==> src/rtl/shop_port_arb_if.sv <==
// Signal bundle between shop_port_arb, the user terminals and the shop_v command port.
// slave: the arbiter itself; master: terminal front-ends plus the shop driving it.
interface shop_port_arb_if #(
   parameter int NUM_TERM     = 4,
   parameter int A_NUM_BITS   = 56,
   parameter int O_A_NUM_BITS = 72,
   parameter int U_NUM_BITS   = 4
);
   logic [NUM_TERM-1:0]            i_req;
   logic [NUM_TERM-1:0]            i_valid;
   logic [NUM_TERM-1:0]            i_last;
   logic [NUM_TERM*A_NUM_BITS-1:0] i_tok;
   logic [NUM_TERM-1:0]            o_grant;
   logic [NUM_TERM-1:0]            o_ack;
   logic [O_A_NUM_BITS-1:0]        o_resp;
   logic [NUM_TERM-1:0]            o_resp_vld;
   logic                           o_timeout;
   logic                           o_shop_rdy;
   logic [A_NUM_BITS-1:0]          o_shop_a;
   logic [U_NUM_BITS-1:0]          o_shop_u;
   logic [O_A_NUM_BITS-1:0]        i_shop_a;

   modport slave (
      input  i_req, i_valid, i_last, i_tok, i_shop_a,
      output o_grant, o_ack, o_resp, o_resp_vld, o_timeout, o_shop_rdy, o_shop_a, o_shop_u
   );

   modport master (
      output i_req, i_valid, i_last, i_tok, i_shop_a,
      input  o_grant, o_ack, o_resp, o_resp_vld, o_timeout, o_shop_rdy, o_shop_a, o_shop_u
   );
endinterface

==> src/rtl/shop_port_arb.sv <==
// Round-robin session arbiter/sequencer sharing the shop_v command port among NUM_TERM terminals.
// Optional idle-session timeout is enabled by defining SHOP_PORT_ARB_TIMEOUT_EN.
module shop_port_arb #(
   parameter int NUM_TERM     = 4,
   parameter int A_NUM_BITS   = 56,
   parameter int O_A_NUM_BITS = 72,
   parameter int U_NUM_BITS   = 4,
   parameter int RESP_WAIT    = 2
`ifdef SHOP_PORT_ARB_TIMEOUT_EN
   ,
   parameter int TIMEOUT      = 16
`endif
) (
   input  logic           i_clk,
   input  logic           i_reset_n,
   shop_port_arb_if.slave bus
);
   localparam int IDX_W = (NUM_TERM > 1) ? $clog2(NUM_TERM) : 1;

   typedef enum logic [1:0] {IDLE, WAIT_TOK, ISSUE, RESP} state_t;

   state_t                  state_q, state_d;
   logic [IDX_W-1:0]        rr_ptr_q, rr_ptr_d;
   logic [IDX_W-1:0]        owner_q, owner_d;
   logic [NUM_TERM-1:0]     grant_q, grant_d;
   logic [NUM_TERM-1:0]     ack_q, ack_d;
   logic [NUM_TERM-1:0]     resp_vld_q, resp_vld_d;
   logic [U_NUM_BITS-1:0]   shop_u_q, shop_u_d;
   logic [A_NUM_BITS-1:0]   shop_a_q, shop_a_d;
   logic [O_A_NUM_BITS-1:0] resp_q, resp_d;
   logic                    last_q, last_d;
   logic                    rdy_q, rdy_d;
   logic [3:0]              wait_cnt_q, wait_cnt_d;
   logic                    release_s;
   logic [IDX_W-1:0]        pick_idx, owner_inc;
   logic [IDX_W-1:0]        cand_idx [NUM_TERM];
   logic                    owner_req, owner_valid;

`ifdef SHOP_PORT_ARB_TIMEOUT_EN
   localparam int TMO_W = $clog2(TIMEOUT + 1);
   logic [TMO_W-1:0] tmo_cnt_q, tmo_cnt_d;
   logic             timeout_q, timeout_d;
   assign bus.o_timeout = timeout_q;
`else
   assign bus.o_timeout = 1'b0;
`endif

   // cand_idx[gi] is the terminal checked gi-th, starting at rr_ptr and wrapping.
   for (genvar gi = 0; gi < NUM_TERM; gi++) begin : g_cand
      logic [IDX_W:0] sum;
      assign sum          = {1'b0, rr_ptr_q} + (IDX_W+1)'(gi);
      assign cand_idx[gi] = (sum >= (IDX_W+1)'(NUM_TERM)) ? IDX_W'(sum - (IDX_W+1)'(NUM_TERM))
                                                           : sum[IDX_W-1:0];
   end

   always_comb begin
      pick_idx = '0;
      for (int i = NUM_TERM - 1; i >= 0; i--) begin
         if (bus.i_req[cand_idx[i]]) pick_idx = cand_idx[i];
      end
   end

   assign owner_inc   = (owner_q == IDX_W'(NUM_TERM - 1)) ? '0 : owner_q + 1'b1;
   assign owner_req   = bus.i_req[owner_q];
   assign owner_valid = bus.i_valid[owner_q];

   always_comb begin
      state_d    = state_q;
      rr_ptr_d   = rr_ptr_q;
      owner_d    = owner_q;
      grant_d    = grant_q;
      shop_u_d   = shop_u_q;
      shop_a_d   = shop_a_q;
      last_d     = last_q;
      resp_d     = resp_q;
      wait_cnt_d = wait_cnt_q;
      ack_d      = '0;
      resp_vld_d = '0;
      rdy_d      = 1'b0;
      release_s  = 1'b0;
`ifdef SHOP_PORT_ARB_TIMEOUT_EN
      tmo_cnt_d  = tmo_cnt_q;
      timeout_d  = 1'b0;
`endif
      case (state_q)
         IDLE: begin
            if (|bus.i_req) begin
               owner_d  = pick_idx;
               grant_d  = NUM_TERM'(1) << pick_idx;
               shop_u_d = U_NUM_BITS'(pick_idx);
               state_d  = WAIT_TOK;
`ifdef SHOP_PORT_ARB_TIMEOUT_EN
               tmo_cnt_d = '0;
`endif
            end
         end
         WAIT_TOK: begin
            // A dropped request wins over a token presented in the same cycle.
            if (!owner_req) begin
               release_s = 1'b1;
            end else if (owner_valid) begin
               shop_a_d = bus.i_tok[owner_q*A_NUM_BITS +: A_NUM_BITS];
               last_d   = bus.i_last[owner_q];
               ack_d    = grant_q;
               state_d  = ISSUE;
            end
`ifdef SHOP_PORT_ARB_TIMEOUT_EN
            else if (tmo_cnt_q == TMO_W'(TIMEOUT - 1)) begin
               release_s = 1'b1;
               timeout_d = 1'b1;
            end else begin
               tmo_cnt_d = tmo_cnt_q + 1'b1;
            end
`endif
         end
         ISSUE: begin
            rdy_d      = 1'b1;
            wait_cnt_d = '0;
            state_d    = RESP;
         end
         RESP: begin
            // Count starts on the cycle o_shop_rdy is high, so capture lands RESP_WAIT after its fall.
            if (wait_cnt_q == 4'(RESP_WAIT)) begin
               resp_d     = bus.i_shop_a;
               resp_vld_d = grant_q;
               if (last_q) begin
                  release_s = 1'b1;
               end else begin
                  state_d = WAIT_TOK;
`ifdef SHOP_PORT_ARB_TIMEOUT_EN
                  tmo_cnt_d = '0;
`endif
               end
            end else begin
               wait_cnt_d = wait_cnt_q + 1'b1;
            end
         end
         default: state_d = IDLE;
      endcase
      if (release_s) begin
         grant_d  = '0;
         shop_u_d = '0;
         rr_ptr_d = owner_inc;
         state_d  = IDLE;
      end
   end

   always_ff @(posedge i_clk or negedge i_reset_n) begin
      if (!i_reset_n) begin
         state_q    <= IDLE;
         rr_ptr_q   <= '0;
         owner_q    <= '0;
         grant_q    <= '0;
         shop_u_q   <= '0;
         shop_a_q   <= '0;
         last_q     <= 1'b0;
         resp_q     <= '0;
         wait_cnt_q <= '0;
         ack_q      <= '0;
         resp_vld_q <= '0;
         rdy_q      <= 1'b0;
`ifdef SHOP_PORT_ARB_TIMEOUT_EN
         tmo_cnt_q  <= '0;
         timeout_q  <= 1'b0;
`endif
      end else begin
         state_q    <= state_d;
         rr_ptr_q   <= rr_ptr_d;
         owner_q    <= owner_d;
         grant_q    <= grant_d;
         shop_u_q   <= shop_u_d;
         shop_a_q   <= shop_a_d;
         last_q     <= last_d;
         resp_q     <= resp_d;
         wait_cnt_q <= wait_cnt_d;
         ack_q      <= ack_d;
         resp_vld_q <= resp_vld_d;
         rdy_q      <= rdy_d;
`ifdef SHOP_PORT_ARB_TIMEOUT_EN
         tmo_cnt_q  <= tmo_cnt_d;
         timeout_q  <= timeout_d;
`endif
      end
   end

   assign bus.o_grant    = grant_q;
   assign bus.o_ack      = ack_q;
   assign bus.o_resp     = resp_q;
   assign bus.o_resp_vld = resp_vld_q;
   assign bus.o_shop_rdy = rdy_q;
   assign bus.o_shop_a   = shop_a_q;
   assign bus.o_shop_u   = shop_u_q;
endmodule

==> src/flat_wrapper.sv <==
// flat-port wrapper written by rule: the top's interface ports become plain ports
module shop_port_arb_flat 
#(
   parameter int NUM_TERM     = 4,
   parameter int A_NUM_BITS   = 56,
   parameter int O_A_NUM_BITS = 72,
   parameter int U_NUM_BITS   = 4,
   parameter int RESP_WAIT    = 2

)
  (i_clk, i_reset_n, bus_i_req, bus_i_valid, bus_i_last, bus_i_tok, bus_i_shop_a, bus_o_grant, bus_o_ack, bus_o_resp, bus_o_resp_vld, bus_o_timeout, bus_o_shop_rdy, bus_o_shop_a, bus_o_shop_u);
  shop_port_arb_if #(.NUM_TERM(NUM_TERM), .A_NUM_BITS(A_NUM_BITS), .O_A_NUM_BITS(O_A_NUM_BITS), .U_NUM_BITS(U_NUM_BITS)) bus_i ();
  input  logic i_clk;
  input  logic i_reset_n;
  input wire logic [$bits(bus_i.i_req)-1:0] bus_i_req;
  input wire logic [$bits(bus_i.i_valid)-1:0] bus_i_valid;
  input wire logic [$bits(bus_i.i_last)-1:0] bus_i_last;
  input wire logic [$bits(bus_i.i_tok)-1:0] bus_i_tok;
  input wire logic [$bits(bus_i.i_shop_a)-1:0] bus_i_shop_a;
  output wire logic [$bits(bus_i.o_grant)-1:0] bus_o_grant;
  output wire logic [$bits(bus_i.o_ack)-1:0] bus_o_ack;
  output wire logic [$bits(bus_i.o_resp)-1:0] bus_o_resp;
  output wire logic [$bits(bus_i.o_resp_vld)-1:0] bus_o_resp_vld;
  output wire logic [$bits(bus_i.o_timeout)-1:0] bus_o_timeout;
  output wire logic [$bits(bus_i.o_shop_rdy)-1:0] bus_o_shop_rdy;
  output wire logic [$bits(bus_i.o_shop_a)-1:0] bus_o_shop_a;
  output wire logic [$bits(bus_i.o_shop_u)-1:0] bus_o_shop_u;
  assign bus_i.i_req = bus_i_req;
  assign bus_i.i_valid = bus_i_valid;
  assign bus_i.i_last = bus_i_last;
  assign bus_i.i_tok = bus_i_tok;
  assign bus_i.i_shop_a = bus_i_shop_a;
  assign bus_o_grant = bus_i.o_grant;
  assign bus_o_ack = bus_i.o_ack;
  assign bus_o_resp = bus_i.o_resp;
  assign bus_o_resp_vld = bus_i.o_resp_vld;
  assign bus_o_timeout = bus_i.o_timeout;
  assign bus_o_shop_rdy = bus_i.o_shop_rdy;
  assign bus_o_shop_a = bus_i.o_shop_a;
  assign bus_o_shop_u = bus_i.o_shop_u;
  shop_port_arb #(.NUM_TERM(NUM_TERM), .A_NUM_BITS(A_NUM_BITS), .O_A_NUM_BITS(O_A_NUM_BITS), .U_NUM_BITS(U_NUM_BITS), .RESP_WAIT(RESP_WAIT)) u_core (.i_clk(i_clk), .i_reset_n(i_reset_n), .bus(bus_i));
endmodule
==> config.mk <==
export PLATFORM = sky130hd
export DESIGN_NAME = shop_port_arb_flat
export DESIGN_NICKNAME = d
export VERILOG_FILES = /design/src/rtl/shop_port_arb_if.sv /design/src/rtl/shop_port_arb.sv /design/src/flat_wrapper.sv
export SDC_FILE = /design/constraint.sdc
export NUM_CORES = 1
export LEC_CHECK = 0
export CORE_AREA = 3 3 176 178
export DETAILED_ROUTE_END_ITERATION = 12
export DIE_AREA = 0 0 179 181
export MAX_ROUTING_LAYER = met4
export PLACE_DENSITY = 0.57
export SETUP_SLACK_MARGIN = 0.2
export SLEW_MARGIN = 15
export SYNTH_ARGS = -nofsm -noshare
export SYNTH_HDL_FRONTEND = slang
export SYNTH_SLANG_ARGS = --single-unit
==> constraint.sdc <==
create_clock -name i_clk -period 2.83 [get_ports i_clk]
set_input_delay 0.7075 -clock i_clk [delete_from_list [all_inputs] [get_ports i_clk]]
set_output_delay 0.7075 -clock i_clk [all_outputs]
set_load 0.05 [all_outputs]
==> impl_metrics.env <==
export IMPL_outcome="finished, final reports clean"
export IMPL_cts_tree="done"
export IMPL_core_sq_um=29600
export IMPL_clockPowerShare=0.152
export IMPL_rsz0062_at_grt="no"
export IMPL_dieHeight_um=181
export IMPL_syn_area_sq_um=7430
export IMPL_dp_slack_ns=0.195
export IMPL_htree_levels=4
export IMPL_maxCapViolCount=0
export IMPL_placed_cell_area_sq_um=12400
export IMPL_io_buffers=452
export IMPL_vdd_ir_drop_worst_mv=0.369
export IMPL_p_leak_nw=5.17
export IMPL_async_reset_ff_frac=1.00
export IMPL_end_kind="output port"
export IMPL_postCtsSetupRepairBufs=0
export IMPL_cp_arrival_ns=1.65
export IMPL_grt_util_met1=0.170
export IMPL_power_density_nw_per_um2=1190
export IMPL_grt_pass1_wl_um=36200
export IMPL_cts_inserted_buffers=17
export IMPL_power_internal_mw=8.41
export IMPL_ios=456
export IMPL_drt_iter0_drc=223
export IMPL_worstSetupStartpointType="register"
export IMPL_fin_total_pwr_mw=15.5
export IMPL_insertion_delay_ns=0.41
export IMPL_synth_enable_flop_cells=0
export IMPL_antenna_found_initial=0
export IMPL_wire_per_inst_um=18.6
export IMPL_final_cell_mix="clkdlybuf4s50_1 (451), dfrtp_1 (152), mux2_2 (130), mux4_2 (59), clkbuf_16 (17)"
export IMPL_fin_tns_setup_ns=0
export IMPL_cp_cell_sequence="clkdlybuf4s50_1"
export IMPL_setup_ws_ns=0.470
export IMPL_ys_ff_latch=154
export IMPL_die_area_sq_um=32400
export IMPL_final_area_sq_um=13100
export IMPL_nNetsFinal=1232
export IMPL_fmaxAchievable_mhz=424
export IMPL_cp_required_ns=2.12
export IMPL_setup_viol=0
export IMPL_cts_root_buf="clkbuf_16"
export IMPL_setup_worst_path_start="u_core.bus.o_grant[2]"
export IMPL_instances_no_fill=1318
export IMPL_use_met3=0.0372
export IMPL_min_path_type="in2async"
export IMPL_clock_path_buffers=2
export IMPL_period_needed_ns=2.36
export IMPL_rows=63
export IMPL_fin_hold_ws_ns=0.257
export IMPL_critical_path_class="reg2out"
export IMPL_skew_ns=0.0111
export IMPL_swShare=0.457
export IMPL_maxSlewHeadroom=0.442
export IMPL_hold_violations=0
export IMPL_worstPathBufferInverterCount=1
export IMPL_grt_max_degree=78
export IMPL_final_common_cell="clkdlybuf4s50_1"
export IMPL_num_antenna_cells=0
export IMPL_slew_violations=0
export IMPL_yosysUniqueCellTypes=44
export IMPL_finalCritPeriodShare=0.834
export IMPL_synth_ff_type="dfrtp_1"
export IMPL_initial_core_util=0.251
export IMPL_place_congestion=0.784
export IMPL_ctsResizeCount=0
export IMPL_ant_nets=0
export IMPL_track_usage=0.150
export IMPL_r2r_start="u_core.state_q[1]"
export IMPL_syn_inst=462
export IMPL_grt_busiest_layer="met2"
export IMPL_dieWidth_um=179
export IMPL_cts_hold_buf=0
export IMPL_ys_seq_area_frac=0.519
export IMPL_drc=0
export IMPL_ff2ff_setup_slack_ns=0.59
export IMPL_grt_pass1_vias=6322
export IMPL_wl_um=24500
export IMPL_path_delay_family="buffers and inverters"
export IMPL_cp_slowest_cell="clkdlybuf4s50_1"
export IMPL_grtUsageMet2=0.271
export IMPL_clock_sinks=154
export IMPL_final_core_util=0.442
export IMPL_power_net_switching_mw=7.09
export IMPL_post_dp_hpwl_um=19700
export IMPL_ys_warn_count=0
export IMPL_dp_cells=1286
export IMPL_cpPeakStageDelay_ns=0.83
export IMPL_vias_per_cell=4.37
export IMPL_crit_fanout=3
export IMPL_synth_avg_cell_area_sq_um=16.1
export IMPL_vias=5758
export IMPL_pwr_share_comb=0.599
export IMPL_seqPwrFrac=0.249
export IMPL_gr_total_overflow=0
export IMPL_tightest_slew_ns=0.837
export IMPL_syn2layout_area_growth_pct=75.8
export IMPL_final_layout_size_suffix_gt1_frac=0.265
export IMPL_drt_first_pass_iters=6
export IMPL_path_clk_slew_ns=0.07
==> routing by layer <==
metal | part of all wire | vias up | wire, um
li1 | - | 2669 | -
met1 | 0.39 | 2807 | 9480
met2 | 0.53 | 272 | 12900
met3 | 0.080 | 10 | 1960
met4 | 0.0068 | 0 | 167
met5 | 0 | - | 0
==> flip-flops by register name, summed over array words and instances, names as in the netlist <==
signal                 cells
u_core.bus.o_ack           4
u_core.bus.o_grant         4
u_core.bus.o_resp         72
u_core.bus.o_resp_vld      4
u_core.bus.o_shop_a       56
u_core.bus.o_shop_rdy      1
u_core.bus.o_shop_u        2
u_core.last_q              1
u_core.owner_q             2
u_core.rr_ptr_q            2
u_core.state_q             2
u_core.wait_cnt_q          4
==> path summary, 6_finish.rpt <==
kind | end | cells after the start
min in group i_clk | u_core.bus.o_shop_a[41] | 1
worst max register to register | u_core.bus.o_resp[34] | 4
worst min-delay path | u_core.bus.o_resp[20] | 1
worst min register to register | u_core.bus.o_shop_a[41] | 1
max in group asynchronous | u_core.bus.o_resp_vld[1] | 2
worst max-delay path | bus_o_grant[2] | 1
==> cell families after synthesis <==
group | share of synthesized area
compound gates | 0.0308
fa+ha+maj | 0.0118
buf+inv | 0.0335
flops | 0.519
mux | 0.380
other cells | 0.000505
simple gates | 0.0249
==> power groups by stage <==
| stage | Clock (mW) | Sequential [mW] | Combinational, mW |
|---|---|---|---|
| global placement | 0 | 3.86 | 9.42 |
| floorplan | 0 | 7.19 | 2.83 |
| global route | 2.57 | 4.00 | 9.75 |
| detailed placement | 0 | 3.91 | 9.45 |
| CTS | 2.46 | 3.87 | 9.46 |
| finish | 2.36 | 3.85 | 9.29 |
==> cells in the mapped netlist (7+ instances only) <==
library cell  count  area (sq um)
buf_2            16          80.1
mux4_2           59          1330
o21ai_0           7          35.0
dfrtp_1         154          3850
nor2_1            7          26.3
nand2_1           8          30.0
buf_4            11          82.6
mux2_2          130          1460
inv_1            12          45.0
ha_1              7          87.6
==> final cells by class <==
class	instances	area, sq um
multi-input combinational	264	3360
timing repair buffer	466	4690
fill	2751	16500
sequential	154	3860
inverter	12	45.0
clock buffer	17	425
tap	390	488
clock inverter	15	198
(Power assumes the default switching activity.)
